===== src/rtl/imsic_pkg.sv =====
// Shared types and constants for the IMSIC MSI ingress path.
// Struct fields are sized for the largest supported configuration; each
// block uses only the low bits its own parameters call for.
package imsic_pkg;

   localparam int IMSIC_PAGE_W    = 12;
   localparam int IMSIC_PAGE_SIZE = 1 << IMSIC_PAGE_W;

   localparam logic [IMSIC_PAGE_W-1:0] IMSIC_SETEIPNUM_LE_OFF = 12'h000;
   localparam logic [IMSIC_PAGE_W-1:0] IMSIC_SETEIPNUM_BE_OFF = 12'h004;

   localparam int IMSIC_HART_MAX_W = 14;
   localparam int IMSIC_FILE_MAX_W = 6;
   localparam int IMSIC_ID_MAX_W   = 11;

   typedef struct packed {
      logic [IMSIC_HART_MAX_W-1:0] hart;
      logic [IMSIC_FILE_MAX_W-1:0] file;
      logic [IMSIC_ID_MAX_W-1:0]   id;
   } imsic_msi_t;

   // Big-endian SETEIPNUM stores the identity with its bytes reversed.
   function automatic logic [31:0] imsic_byte_swap(input logic [31:0] d);
      return {d[7:0], d[15:8], d[23:16], d[31:24]};
   endfunction

endpackage


===== src/rtl/imsic_msi_fifo.sv =====
// Generic synchronous FIFO, registered output, no fall-through.
// Depth must be a power of two so pointers wrap for free; the level
// counter tells full from empty when the pointers are equal.
module imsic_msi_fifo #(
   parameter int  Depth   = 4,
   parameter type entry_t = logic [7:0],
   localparam int PtrW    = $clog2(Depth)
) (
   input  logic          i_clk,
   input  logic          i_rst,
   input  logic          i_push,
   input  entry_t        i_push_data,
   input  logic          i_pop,
   output entry_t        o_head,
   output logic          o_full,
   output logic          o_empty,
   output logic [PtrW:0] o_level
);

   localparam logic [PtrW:0] FULL_LEVEL = (PtrW+1)'(Depth);

   entry_t          mem [Depth];
   logic [PtrW-1:0] wr_ptr;
   logic [PtrW-1:0] rd_ptr;
   logic [PtrW:0]   level;
   logic            do_push;
   logic            do_pop;

   assign o_full  = (level == FULL_LEVEL);
   assign o_empty = (level == '0);
   assign o_level = level;
   assign o_head  = mem[rd_ptr];
   assign do_push = i_push && !o_full;
   assign do_pop  = i_pop && !o_empty;

   // Storage array; contents need no reset since the level gates validity.
   always_ff @(posedge i_clk) begin
      if (do_push) begin
         mem[wr_ptr] <= i_push_data;
      end
   end

   // Pointer and occupancy bookkeeping.
   always_ff @(posedge i_clk) begin
      if (i_rst) begin
         wr_ptr <= '0;
         rd_ptr <= '0;
         level  <= '0;
      end else begin
         if (do_push) begin
            wr_ptr <= wr_ptr + 1'b1;
         end
         if (do_pop) begin
            rd_ptr <= rd_ptr + 1'b1;
         end
         case ({do_push, do_pop})
            2'b10:   level <= level + 1'b1;
            2'b01:   level <= level - 1'b1;
            default: level <= level;
         endcase
      end
   end

endmodule


===== src/rtl/imsic_msi_ingress.sv =====
// Buffered MSI ingress: decodes SETEIPNUM writes in the M and S
// interrupt-file windows, validates the identity, queues accepted MSIs
// and counts rejected writes.
// Optional feature macro: IMSIC_SETIPNUM_BE_EN enables the big-endian
// SETEIPNUM register at page offset 0x004; without it that offset drops.
// Window bases are expected to be 4 KiB aligned. If the windows overlap,
// the M window takes priority.
module imsic_msi_ingress
   import imsic_pkg::*;
#(
   parameter int          NrHarts   = 4,
   parameter int          NrFiles   = 3,
   parameter int          NrSources = 256,
   parameter logic [31:0] MBaseAddr = 32'h2400_0000,
   parameter logic [31:0] SBaseAddr = 32'h2800_0000,
   parameter int          FifoDepth = 4,
   localparam int         HartW     = (NrHarts > 1) ? $clog2(NrHarts) : 1,
   localparam int         FileW     = $clog2(NrFiles),
   localparam int         IdW       = $clog2(NrSources),
   localparam int         LevelW    = $clog2(FifoDepth) + 1
) (
   input  logic              i_clk,
   input  logic              i_rst,
   input  logic              i_wr_valid,
   output logic              o_wr_ready,
   input  logic [31:0]       i_wr_addr,
   input  logic [31:0]       i_wr_data,
   input  logic [3:0]        i_wr_be,
   output logic              o_msi_valid,
   input  logic              i_msi_ready,
   output logic [HartW-1:0]  o_msi_hart,
   output logic [FileW-1:0]  o_msi_file,
   output logic [IdW-1:0]    o_msi_id,
   output logic [15:0]       o_drop_cnt,
   output logic [LevelW-1:0] o_fifo_level
);

   localparam int PageNumW = 32 - IMSIC_PAGE_W;
   localparam int SFiles   = NrFiles - 1;

   localparam logic [32:0] M_LO = {1'b0, MBaseAddr};
   localparam logic [32:0] M_HI = M_LO + 33'(NrHarts) * 33'(IMSIC_PAGE_SIZE);
   localparam logic [32:0] S_LO = {1'b0, SBaseAddr};
   localparam logic [32:0] S_HI = S_LO + 33'(NrHarts * SFiles) * 33'(IMSIC_PAGE_SIZE);

   logic [32:0]         addr_ext;
   logic                in_m;
   logic                in_s;
   logic [PageNumW-1:0] page_m;
   logic [PageNumW-1:0] page_s;
   logic                off_ok;
   logic [31:0]         raw;
   logic                id_ok;
   logic                wr_hs;
   logic                push;
   logic                drop;
   imsic_msi_t          msi_in;
   imsic_msi_t          msi_head;
   logic                fifo_full;
   logic                fifo_empty;
   logic                unused_head;

   assign addr_ext = {1'b0, i_wr_addr};
   assign in_m     = (addr_ext >= M_LO) && (addr_ext < M_HI);
   assign in_s     = (addr_ext >= S_LO) && (addr_ext < S_HI);
   assign page_m   = i_wr_addr[31:IMSIC_PAGE_W] - MBaseAddr[31:IMSIC_PAGE_W];
   assign page_s   = i_wr_addr[31:IMSIC_PAGE_W] - SBaseAddr[31:IMSIC_PAGE_W];

   // Page-offset decode selects the endianness of the identity.
   always_comb begin
      off_ok = 1'b0;
      raw    = i_wr_data;
      if (i_wr_addr[IMSIC_PAGE_W-1:0] == IMSIC_SETEIPNUM_LE_OFF) begin
         off_ok = 1'b1;
      end
`ifdef IMSIC_SETIPNUM_BE_EN
      else if (i_wr_addr[IMSIC_PAGE_W-1:0] == IMSIC_SETEIPNUM_BE_OFF) begin
         off_ok = 1'b1;
         raw    = imsic_byte_swap(i_wr_data);
      end
`endif
   end

   // Full 32-bit compare so any stray upper bit invalidates the identity.
   assign id_ok = (raw != 32'd0) && (raw < 32'(NrSources));

   // Target hart/file from whichever window matched; M wins on overlap.
   always_comb begin
      msi_in    = '0;
      msi_in.id = IMSIC_ID_MAX_W'(raw);
      if (in_m) begin
         msi_in.hart = IMSIC_HART_MAX_W'(page_m);
         msi_in.file = '0;
      end else if (in_s) begin
         msi_in.hart = IMSIC_HART_MAX_W'(page_s / PageNumW'(SFiles));
         msi_in.file = IMSIC_FILE_MAX_W'(page_s % PageNumW'(SFiles)) + IMSIC_FILE_MAX_W'(1);
      end
   end

   assign o_wr_ready = !fifo_full && !i_rst;
   assign wr_hs      = i_wr_valid && o_wr_ready;
   assign push       = wr_hs && (in_m || in_s) && off_ok && (i_wr_be == 4'hF) && id_ok;
   assign drop       = wr_hs && !push;

   imsic_msi_fifo #(
      .Depth   (FifoDepth),
      .entry_t (imsic_msi_t)
   ) u_fifo (
      .i_clk       (i_clk),
      .i_rst       (i_rst),
      .i_push      (push),
      .i_push_data (msi_in),
      .i_pop       (o_msi_valid && i_msi_ready),
      .o_head      (msi_head),
      .o_full      (fifo_full),
      .o_empty     (fifo_empty),
      .o_level     (o_fifo_level)
   );

   // Head fields are forced to zero while nothing valid is queued.
   assign o_msi_valid = !fifo_empty && !i_rst;
   assign o_msi_hart  = o_msi_valid ? msi_head.hart[HartW-1:0] : '0;
   assign o_msi_file  = o_msi_valid ? msi_head.file[FileW-1:0] : '0;
   assign o_msi_id    = o_msi_valid ? msi_head.id[IdW-1:0]     : '0;
   assign unused_head = ^msi_head;

   // Saturating count of handshaken writes that were not queued.
   always_ff @(posedge i_clk) begin
      if (i_rst) begin
         o_drop_cnt <= '0;
      end else if (drop && (o_drop_cnt != 16'hFFFF)) begin
         o_drop_cnt <= o_drop_cnt + 16'd1;
      end
   end

endmodule


===== config.mk =====
export PLATFORM = sky130hd
export DESIGN_NAME = imsic_msi_ingress
export DESIGN_NICKNAME = d
export VERILOG_FILES = /design/src/rtl/imsic_pkg.sv /design/src/rtl/imsic_msi_fifo.sv /design/src/rtl/imsic_msi_ingress.sv
export SDC_FILE = /design/constraint.sdc
export NUM_CORES = 1
export LEC_CHECK = 0
export CORE_AREA = 2 2 129 131
export CTS_BUF_LIST = sky130_fd_sc_hd__clkbuf_4 sky130_fd_sc_hd__clkbuf_8
export DETAILED_ROUTE_END_ITERATION = 10
export DIE_AREA = 0 0 131 133
export PLACE_DENSITY = 0.67
export SYNTH_ARGS = -nofsm -noshare
export SYNTH_HDL_FRONTEND = slang
export SYNTH_HIERARCHICAL = 1
export SYNTH_SLANG_ARGS = --single-unit

===== constraint.sdc =====
create_clock -name i_clk -period 7.4 [get_ports i_clk]
set_input_delay 1.48 -clock i_clk [delete_from_list [all_inputs] [get_ports i_clk]]
set_output_delay 1.48 -clock i_clk [all_outputs]
set_load 0.02 [all_outputs]

Word level (Yosys, flattened, before mapping)

Memories as Yosys holds them, arrays and structs flattened. A register that Yosys moved wholly into a read port is not among the register bits.
Index checks and enable logic that the tools add are counted.

Logic and storage cells: 58
Output and inout bits: 33
Memories: 1
RAM bits: 124
Input bits: 72
Register bits after elaboration: 23

Equality and inequality tests: 5
Order comparisons: 5
Reduce and logical (&&, ||, !) cells: 24
$add $sub $neg: 8
Multiplexer cells: 11

Memory list:

| name       | words | width | read ports | clocked after Yosys merged registers in | write ports | RTL line             | RTL |
|---|---|---|---|---|---|---|---|
| u_fifo.mem | 4     | 31    | 1          | 1                                       | 1           | imsic_msi_fifo.sv:22 | `entry_t mem [Depth];` |

Operator list:

| operator                                                                              | number |
|---|---|
| 32-bit by 30-bit greater-or-equal comparator with 1-bit output, second input constant | 2 |
| 32-bit by 30-bit < comparator with 1-bit output, second input constant                | 2 |
| 20-bit two-way mux                                                                    | 2 |
| 32-bit by 9-bit < comparator with 1-bit output, second input constant                 | 1 |
| 32-bit nonzero test                                                                   | 1 |
| 16-bit by 1-bit adder with 16-bit output, second input constant                       | 1 |
| 16-bit inequality test, second input constant                                         | 1 |
| 1-bit logical AND                                                                     | 15 |
| 15-bit by 1-bit subtractor with 15-bit output, second input constant                  | 1 |
| 14-bit by 1-bit subtractor with 14-bit output, second input constant                  | 1 |
| 12-bit logical NOT                                                                    | 1 |
| 2-bit two-way mux                                                                     | 4 |
| 8-bit two-way mux                                                                     | 1 |
| 3-bit one-hot mux with 2 select lines                                                 | 1 |
| 2-bit by 1-bit adder with 2-bit output, second input constant                         | 2 |
| 4-bit equality test, second input constant                                            | 1 |
| 1-bit logical NOT                                                                     | 4 |
| 3-bit by 1-bit adder with 3-bit output, second input constant                         | 1 |
| 3-bit equality test, second input constant                                            | 1 |
| 3-bit logical NOT                                                                     | 1 |
| 1-bit two-way mux                                                                     | 3 |
| 3-bit by 1-bit subtractor with 3-bit output, second input constant                    | 1 |
| 1-bit by 1-bit adder with 2-bit output, second input constant                         | 1 |
| 2-bit by 1-bit equality test with 1-bit output, second input constant                 | 1 |
| other kinds (3)                                                                       | 3 |

Longest topological paths before layout

Depth in word-level cells: 11
Gate-level depth with buffers: 14

Modules after synthesis

The synthesis kept the hierarchy.

Modules (own cells, without submodules):

| module            | area each (µm²) | seq. area each (µm²) | cells each | instances |
|---|---|---|---|---|
| imsic_msi_fifo    | 4956.0          | 3903.7               | 215        | 1 |
| imsic_msi_ingress | 1296.2          | 320.3                | 163        | 1 |

Worst setup path after synthesis

Ideal clock, no wire load.

Kind: input to register
Start point: input i_wr_addr[31]
End point: memory u_fifo/mem[0][0] (netlist bit), enable pin
Buffers on the path: 0
Library setup time: 0.391 ns
Setup slack: 3.293 ns
Stages: 7
Data arrival time: 3.716 ns
Path through: nor4_2 nand4_2 nor4_1 and2_1 inv_1 nor2_1 and2_1

Cells in the longest elaborated chain, start to end: 10

RTL lines:

| what                                                                                   | RTL line                                         | RTL |
|---|---|---|
| start: declaration                                                                     | imsic_msi_ingress.sv:26                          | `input logic [31:0] i_wr_addr,` |
| 32-bit by 30-bit greater-or-equal comparator with 1-bit output (tied with other cells) | imsic_msi_ingress.sv:64                          | `assign in_m = (addr_ext >= M_LO) && (addr_ext < M_HI);` |
| 1-bit logical AND, on equally long branches                                            | imsic_msi_ingress.sv:64, imsic_msi_ingress.sv:65 |  |
| 1-bit logical OR *                                                                     | imsic_msi_ingress.sv:102                         | `assign push = wr_hs && (in_m \|\| in_s) && off_ok && (i_wr_be == 4'hF) && id_ok;` |
| 1-bit logical AND * (4 in series)                                                      | imsic_msi_ingress.sv:102                         |  |
| named net push                                                                         | imsic_msi_ingress.sv:55                          | `logic push;` |
| 1-bit logical AND *                                                                    | imsic_msi_fifo.sv:33                             | `assign do_push = i_push && !o_full;` |
| 1-bit two-way mux *                                                                    | imsic_msi_fifo.sv:38                             | `if (do_push) begin` |
| 1-bit two-way mux (not written as such) *                                              | imsic_msi_fifo.sv:39                             | `mem[wr_ptr] <= i_push_data;` |
| end: declaration                                                                       | imsic_msi_fifo.sv:22                             |  |

The timed path passes the listed nets; every way through them passes the cells marked *.

Final worst setup path

Start point: input i_rst
End point: output o_msi_id[2]

Cells in the longest elaborated chain, start to end: 3

RTL lines:

| what               | RTL line                 | RTL |
|---|---|---|
| start: declaration | imsic_msi_ingress.sv:23  | `input logic i_rst,` |
| 1-bit logical NOT  | imsic_msi_ingress.sv:121 | `assign o_msi_valid = !fifo_empty && !i_rst;` |
| 1-bit logical AND  | imsic_msi_ingress.sv:121 |  |
| 8-bit two-way mux  | imsic_msi_ingress.sv:124 | `assign o_msi_id = o_msi_valid ? msi_head.id[IdW-1:0] : '0;` |
| end: declaration   | imsic_msi_ingress.sv:33  | `output logic [IdW-1:0] o_msi_id,` |

No other way between the ends.

==> run summary <==
# clock sinks -> 73
average size of a mapped cell -> 12.5 um2
CTS resizes -> 0
max incr delay on CP -> 0.65 ns
Layout Utilization -> 0.306
maximum vdd drop -> 0.0770 mV
minimum clock period -> 5.07 ns
Finished Cell Area -> 0.00495 mm2
DRT iter0 DRCs -> 117
Max Freq -> 197 MHz
P per Cell Area -> 160 mW/mm2
Req. time, crit path -> 5.92 ns
# Max-Cap Violations -> 0
slowest stage cell on the critical path -> nor2_1
Fin Hold WS -> 0.504 ns
Multi-input gate area -> 0.00145 mm2
Clock Latency Late Sink -> 0.34 ns
Overflow after GRT -> 0
Starting Density -> 0.219
htree depth -> 3
Max FO, Critical Path -> 25
worst-path cell chain -> clkdlybuf4s50_1 -> buf_4 -> nor2_1 -> and2_1 -> clkdlybuf4s50_1
status -> finished clean
DRT Pass-1 Iters -> 5
fillers -> 1619
first-pass GRT wire length -> 14200 um
Syn Inst Count -> 282
Slew @ Worst Pin -> 0.860 ns
Placeable Area -> 0.0162 mm2
critical path class -> in2out
Tcrit/Tclk final -> 0.685
Hold Fails Final Rpt -> 0
Worst Skew -> 0.00735 ns
post-DR vias/cell -> 4.53
critical path startpoint category -> primary input
Clock Tree Buf Depth -> 2
Synth Net Count -> 361
Chip Height -> 133 um
ant diodes -> 0
slew margin rel. -> 0.426
Root Driver -> clkbuf_8
register area -> 0.00194 mm2
wire per inst -> 14.8 um
Die W -> 131 um
crit end category -> primary output
I/O Pins -> 105
Area growth syn-to-layout -> 39.9%
Arr. time, crit path -> 3.59 ns
ANT nets after route -> 0
I/O Buffers -> 104
Hold Path Class -> reg2reg
share of layout cells above drive strength 1 -> 0.108
initial antenna violation count -> 0
fin nets -> 464
Total Routing Usage GR -> 0.105
max-slew violations -> 0
vias in the first global route -> 2796
number of setup buffers added after CTS -> 0
TritonCTS clock tree -> done
Netlist Area Pre-Place -> 0.00354 mm2
largest net degree at the start of global routing -> 26
Die ar. -> 0.0174 mm2
Leak -> 1.46 nW
placed cell area -> 0.00477 mm2
RSZ-0062 raised after global routing -> no
Total Neg Setup Slack -> 0 ns
CP most frequent cell -> clkdlybuf4s50_1
total CTS buffers -> 9
Via Count -> 2756
# setup viols final -> 0
total wire length -> 9030 um
Cell Rows -> 47
clock transition at the registers of the reported paths -> 0.07 ns
DP HPWL -> 6650 um
commonest non-fill, non-tap cells in the layout -> clkdlybuf4s50_1 (104), edfxtp_1 (48), dfxtp_1 (25)
gpl congestion -> 0.796
DRC viols -> 0
cts hold-fix bufs -> 0
yosys warns -> 6
most common cell after layout, fill and taps aside -> clkdlybuf4s50_1
worst paths after layout:
check	from	to	slack (ns)	depth (start not counted)
worst max-delay path	i_rst	o_msi_id[2]	2.33	5
worst min-delay path	u_fifo/rd_ptr[1]	register	0.50	2
worst max register to register	u_fifo/o_level[0]	u_fifo/o_level[2]	4.26	14
worst min register to register	u_fifo/rd_ptr[1]	register	0.50	2
stage by stage:
step	std cells	power, mW	setup WS (ns)
final	609	0.792	2.33
after global routing	609	0.824	2.12
after CTS	609	0.804	2.28
after detailed placement	594	0.506	2.28
after global placement	594	0.504	2.42
after floorplan	282	0.456	3.46
area by class of cell:
class	instances	share of cell area
clock buffer	9	0.0250
sequential	73	0.392
tap	220	0.0556
clock inverter	6	0.0121
timing repair buffer	105	0.212
inverter	13	0.00986
multi-input combinational	183	0.293
registers in the layout, indices dropped and copies added (netlist names), named ones only:
name and cells:
o_drop_cnt 16, u_fifo/mem 48, u_fifo/o_level 3, u_fifo/rd_ptr 2, u_fifo/wr_ptr 2
critical path, delay by kind of cell:
family                 cells  cell delay (ns)
buffers and inverters      3             1.21
AND/OR/NAND/NOR            2             0.88
power by group:
group	switching, mW	internal [mW]
Clock	0.143	0.152
Sequential	0.00154	0.432
Combinational	0.0225	0.0406
Total	0.167	0.625
routing by layer:
metal / up-vias / routed length [um] / global-route usage
met5: - / 0 / 0
li1: 1305 / - / -
met1: 1329 / 3880 / 0.130
met4: 0 / 127 / 0.0296
met3: 13 / 690 / 0.0368
met2: 109 / 4320 / 0.171
(Power assumes the default switching activity.)
